`config.mk`:
```
export PLATFORM = sky130hd
export DESIGN_NAME = mult_accum
export DESIGN_NICKNAME = d
export VERILOG_FILES = /design/src/rtl/mult_accum.sv
export SDC_FILE = /design/constraint.sdc
export NUM_CORES = 1
export LEC_CHECK = 0
export ABC_AREA = 1
export ABC_CLOCK_PERIOD_IN_PS = 3500
export BUFFER_PORTS_ARGS = -buffer_cell sky130_fd_sc_hd__buf_2
export CORE_MARGIN = 2
export CORE_UTILIZATION = 60
export DETAILED_ROUTE_END_ITERATION = 16
export HOLD_SLACK_MARGIN = 0.05
export PLACE_DENSITY_LB_ADDON = 0.3
export SYNTH_ARGS = -nofsm -noshare
export SYNTH_HDL_FRONTEND = slang
export SYNTH_SLANG_ARGS = --single-unit
```
`constraint.sdc`:
```
create_clock -name clk -period 3.5 [get_ports clk]
set_input_delay 0.7 -clock clk [delete_from_list [all_inputs] [get_ports clk]]
set_output_delay 0.7 -clock clk [all_outputs]
set_load 0.005 [all_outputs]
```
`src/rtl/mult_accum.sv`:
```
// Signed group accumulator behind the mult block: sums Z products until in_last,
// then holds the registered total, beat count and overflow flag until taken.
module mult_accum #(
  parameter int W        = 64,
  parameter int ACC_W    = 72,
  parameter int CNT_W    = 16,
  parameter int SATURATE = 0
) (
  input  logic                    clk,
  input  logic                    rst,
  input  logic                    clear,
  input  logic                    in_valid,
  output logic                    in_ready,
  input  logic signed [W-1:0]     in_data,
  input  logic                    in_last,
  output logic                    out_valid,
  input  logic                    out_ready,
  output logic signed [ACC_W-1:0] out_data,
  output logic [CNT_W-1:0]        out_count,
  output logic                    out_ovf
);

  localparam logic [0:0] ACCUM = 1'b0;
  localparam logic [0:0] HOLD  = 1'b1;

  localparam logic signed [ACC_W-1:0] ACC_MAX = {1'b0, {(ACC_W-1){1'b1}}};
  localparam logic signed [ACC_W-1:0] ACC_MIN = {1'b1, {(ACC_W-1){1'b0}}};

  logic [0:0]              state;
  logic signed [ACC_W-1:0] acc_p0;
  logic [CNT_W-1:0]        cnt_p0;
  logic                    ovf_p0;

  logic signed [ACC_W-1:0] acc_base;
  logic [CNT_W-1:0]        cnt_base;
  logic                    ovf_base;
  logic signed [ACC_W-1:0] ext;
  logic signed [ACC_W-1:0] raw;
  logic                    ovf_hit;
  logic signed [ACC_W-1:0] sum;
  logic [CNT_W-1:0]        cnt_next;
  logic                    ovf_next;
  logic                    beat;

  // Clamp on overflow only when saturation is enabled; the operand sign picks the rail.
  function automatic logic signed [ACC_W-1:0] sat_sum(
    input logic signed [ACC_W-1:0] val,
    input logic                    ovf,
    input logic                    neg
  );
    logic signed [ACC_W-1:0] res;
    res = val;
    if ((SATURATE != 0) && ovf) res = neg ? ACC_MIN : ACC_MAX;
    return res;
  endfunction

  function automatic logic [CNT_W-1:0] cnt_inc(input logic [CNT_W-1:0] c);
    return (&c) ? c : c + 1'b1;
  endfunction

  assign in_ready = (state == ACCUM);
  assign beat     = in_valid & in_ready;

  // A clear coinciding with a beat makes that beat the first of a fresh group.
  always_comb begin
    acc_base = clear ? '0 : acc_p0;
    cnt_base = clear ? '0 : cnt_p0;
    ovf_base = clear ? 1'b0 : ovf_p0;
    ext      = ACC_W'(in_data);
    raw      = acc_base + ext;
    ovf_hit  = (acc_base[ACC_W-1] == ext[ACC_W-1]) && (raw[ACC_W-1] != acc_base[ACC_W-1]);
    sum      = sat_sum(raw, ovf_hit, ext[ACC_W-1]);
    cnt_next = cnt_inc(cnt_base);
    ovf_next = ovf_base | ovf_hit;
  end

  // Stage p0: running accumulator and the held output register.
  always_ff @(posedge clk) begin
    if (rst) begin
      state     <= ACCUM;
      acc_p0    <= '0;
      cnt_p0    <= '0;
      ovf_p0    <= 1'b0;
      out_valid <= 1'b0;
      out_data  <= '0;
      out_count <= '0;
      out_ovf   <= 1'b0;
    end else begin
      case (state)
        ACCUM: begin
          if (beat) begin
            if (in_last) begin
              out_data  <= sum;
              out_count <= cnt_next;
              out_ovf   <= ovf_next;
              out_valid <= 1'b1;
              acc_p0    <= '0;
              cnt_p0    <= '0;
              ovf_p0    <= 1'b0;
              state     <= HOLD;
            end else begin
              acc_p0 <= sum;
              cnt_p0 <= cnt_next;
              ovf_p0 <= ovf_next;
            end
          end else if (clear) begin
            acc_p0 <= '0;
            cnt_p0 <= '0;
            ovf_p0 <= 1'b0;
          end
        end
        default: begin
          if (out_valid && out_ready) begin
            out_valid <= 1'b0;
            state     <= ACCUM;
          end
        end
      endcase
    end
  end

endmodule

```
* Word level (Yosys, flattened, before mapping) *
Index checks and enable logic that the tools add are counted.
Widths: inputs -> output; s select.

storage, ports and cells
  output and inout bits = 91
  flip-flop bits (word level) = 180
  input bits = 70
  logic and storage cells = 41

cells by class
  reduce and logical (&&, ||, !) cells = 7
  add/subtract/negate cells = 2
  equal/unequal tests = 3
  multiplexer cells = 18
  bitwise operators = 3

operators with widths
  cell                   count
  $mux 72                3
  $add 72x64->72         1
  $mux 16                4
  $add 16x1->16 const B  1
  $reduce_and 16->1      1
  $mux 1                 11
  $reduce_and 3->1       2
  $reduce_bool 2->1      2
  $logic_and 1x1->1      2
  $ne 2x1->1 const B     1
  $and 1x1->1            1
  $eq 1x1->1             1
  $ne 1x1->1             1
  $not 1->1              1
  $or 1x1->1             1

* Depth between registers and ports, before layout *
  depth in word-level cells = 7
  depth in mapped cells = 23
  mapped depth without buffers = 21

* Worst setup path before layout *
Ideal clock, no wire load.

  path kind = in2reg
  start = input clear
  end = register out_data[27]
  path buffers = 3
  slack = 0.519 ns
  cell stages on the path = 17
  arrival = 2.865 ns
  data required time = 3.384 ns
  library setup time = 0.116 ns
  path through = inv_2 -> buf_4 -> buf_2 -> buf_2 -> nand2_1 -> inv_1 -> ha_1 -> a21oi_1 -> a21boi_0 -> o21ai_0 -> a21oi_1 -> nand2_1 -> or2_2 -> nand2_1 -> nand2_1 -> o211ai_1 -> inv_1

between the ends
  word-level cells in the longest chain between the ends = 2

RTL lines
  what                  RTL line  source
  start, declared       11        input logic clear,
  $mux 72               --
  $add 72x64->72        70        raw = acc_base + ext;
  end signal, assigned  93        out_data <= sum;
  end, declared         18        output logic signed [ACC_W-1:0] out_data,

Every way passes these cells.
A chain may end at the register's enable or synchronous reset.

* Worst setup path in the final report *
  start = input clear
  end = register out_ovf

between the ends
  word-level cells in the longest chain between the ends = 5
  elaborated cells on any way between the ends = 7
  classes of those cells = add/sub (1); eq/ne (2); mux (2); bitwise (1); reduce/logical (1)

RTL lines
  what                  RTL line  source
  $mux 72               --
  $add 72x64->72        70
  $ne 1x1->1            71        ovf_hit = (acc_base[ACC_W-1] == ext[ACC_W-1]) && (raw[ACC_W-1] != acc_base[ACC_W-1]);
  $logic_and 1x1->1     71
  $or 1x1->1 (*)        74        ovf_next = ovf_base | ovf_hit;
  end signal, assigned  95        out_ovf <= ovf_next;
  end, declared         20        output logic out_ovf

Mark *: on every way between the ends. The rest lies on a longest branch, timed or not.

==> results.yml <==
clock_tree:
  clk_pin_slew_ns: 0.09
  root_buffer: "clkbuf_16"
  htreeDepth: 4
  ctsHoldBuffers: 0
  cts_buffer_depth: 2
  post_cts_buffers: 0
  numCtsBuffers: 17
  cts_sinks: 180
  clkLatencyLatePin_ns: 0.46
  cts-resized-gates: 0
  cts_tree: "yes"
sta:
  hold_viol: 0
  grt_setup_unrepaired: "no"
  worst_pin_slew_ns: 0.914
  clock-skew-final_ns: 0.0170
  period_minus_slack_ns: 3.29
  finalCritPeriodShare: 0.939
  maxSlewHeadroom: 0.390
  max_freq_ghz: 0.304
  setup_violations: 0
  drv_slew: 0
cells_and_area:
  n_antenna_cell: 0
  nets: 2717
  final_common_cell: "nand2_1"
  layout_common_cells: "nand2_1 (615), inv_1 (417), o21ai_0 (253)"
  drive_above_1_share: 0.124
  fill_cells: 2156
  final_area_um2: 16500
  area_growth_pct: 15.4
logic_synthesis:
  ys_async_sr_fraction: 0
  synth_edf_count: 0
  yosysWarnings: 0
  ys.flop_type: "dfxtp_1"
  syn_area_per_cell_um2: 5.94
  syn_inst: 2401
  ys_seq_area_frac: 0.252
  synth_nets: 2544
  synthDistinctLibCells: 47
  synth_seq_cells: 180
  syn-cell-area_um2: 14300
pwr:
  p_leak_nw: 8.70
  p_per_area_nw_per_um2: 364
  power_mw: 6.00
  vdd_drop_max_mv: 0.330
placement:
  port_buffers: 160
  dpl.hpwl_um: 40700
  place_area_um2: 15800
  gp_congestion: 1.02
detailed_routing:
  vias: 16800
  finalWirelength_um: 53200
  drc_errors: 0
  postRouteAntennaNets: 0
  wl_per_cell_um: 18.3
  viasPerCell: 5.78
  drt-initial-drc-count: 2169
  dr.pass1.iters: 6
global_routing:
  grt_max_degree: 166
  grt-ovfl-total: 0
  grt_pass1_vias: 15500
  antenna_found_initial: 1
  grt_use_total: 0.423
  grt_pass1_wl_um: 81400
flow_run:
  maxCapViolations: 0
worst_hold_path:
  hold_depth: 2
  hold_class: "reg2reg"
setup_path:
  cp_slowest_cell: "a21oi_1"
  startpoint_type: "input pin"
  r2r.worst_path.cells: 20
  critPathMaxStageDelay_ns: 0.33
  path_max_fanout: 14
  cpMostUsedCell: "nand2_1"
  path_cells: "buf_2, inv_2, buf_4, nand2_1, inv_1, ha_1, a21oi_1, o21ai_0, a21oi_1, nand2_1, a21oi_1, buf_4, nand2_1, nand2_1, nand3_1, o21bai_1, inv_1"
  worstPathRequired_ns: 3.85
  cp_top_family: "compound AO/OA/AOI/OAI gates"
  path_class: "in2reg"
  crit_cells: 17
  arrival_ns: 3.64
  crit_buf_inv: 6
  endpoint_kind: "flip-flop"
floorplan:
  core_um2: 23400
  pin_count: 161
  rows: 56
  die-area_um2: 25000
  die_y_um: 158
  die_w_um: 158
  initial_core_util: 0.610
run_status:
  status: "complete, no violations"
-- where the power goes --
part           internal [mW]  switching, mW
Clock                   1.06           1.09
Sequential              2.20         0.0893
Combinational          0.535           1.02
-- area by class of cell --
| class | instances | area, um2 | share of cell area |
|---|---|---|---|
| Timing Repair Buffer | 239 | 1470 | 0.0892 |
| Inverter | 431 | 1620 | 0.0985 |
| Sequential cell | 180 | 3600 | 0.219 |
| Clock buffer | 17 | 425 | 0.0258 |
| Tap cell | 319 | 399 | 0.0242 |
| Clock inverter | 15 | 224 | 0.0136 |
| Multi-Input combinational cell | 1705 | 8730 | 0.530 |
-- final timing paths --
kind                                 from    endpoint  slack, ns
worst min-delay path            acc_p0[2]   acc_p0[2]       0.48
worst min register to register  acc_p0[2]   acc_p0[2]       0.48
worst max-delay path                clear     out_ovf       0.21
worst max register to register  acc_p0[0]  acc_p0[50]       0.55
-- flip-flops by register name (all words and copies together), names as in the netlist --
signal     cells
out_valid      1
acc_p0        72
out_data      72
out_ovf        1
cnt_p0        16
state          1
ovf_p0         1
out_count     16
-- Yosys cell counts, types with 4 or more instances --
cell        n  area, um2
xor2_1     34        298
nand2_2     4       25.0
nor2_1    239        897
or2_2       4       25.0
nand3_2     4       40.0
nor2_2      4       25.0
clkbuf_1   73        274
o21a_1     19        143
a211oi_2    6       75.1
nand4_1    14       87.6
inv_2       9       33.8
nand3_1    89        445
o21bai_1   65        488
buf_2       7       35.0
ha_1       72        901
a211oi_1    4       30.0
xnor2_1     7       61.3
nand3b_1   12       90.1
nor3_1     19       95.1
o21ai_0   253       1270
a31oi_1    35        219
a21o_1      5       37.5
a21oi_1   165        826
nand2_1   615       2310
inv_1     419       1570
dfxtp_1   180       3600
o211ai_1   10       75.1
-- cell families (layout without fill, tap and decap cells) --
| kind of cell | count (synthesis) | in the layout | synth area share |
|---|---|---|---|
| xor gates and xnor gates | 41 | 41 | 0.0252 |
| adders and majority gates | 73 | 73 | 0.0645 |
| and+or+nand+nor | 1018 | 1018 | 0.293 |
| buffers and inverters | 516 | 702 | 0.137 |
| AOI/OAI and AO/OA | 573 | 573 | 0.228 |
| DFF | 180 | 180 | 0.252 |
-- worst register-to-register path: cells and delay by family, from the launching register on --
kind            cells  cell delay [ns]
compound gates      1             0.13
fa+ha+maj           2             0.62
buf+inv             3             0.22
flops               1             0.34
simple gates       14             1.58
-- metal layers --
layer | wire length, um | track usage
met5 | 54 | 0
met4 | 1820 | 0.145
met3 | 6440 | 0.0912
met2 | 22700 | 0.660
met1 | 22300 | 0.579
-- per-stage QoR --
stage,hold slack (ns),std cells,util,worst slack [ns],TNS (ns)
after floorplan,0.444,2401,-,0.519,0
after CTS,0.475,2906,0.704,0.454,0
after global routing,0.492,2906,0.704,0.0339,0
final,0.475,2906,0.704,0.214,0
after detailed placement,0.459,2874,0.676,0.0117,0
after global placement,0.457,2874,0.676,-0.0556,-0.100
No activity file was read; power rests on OpenSTA's default activity.
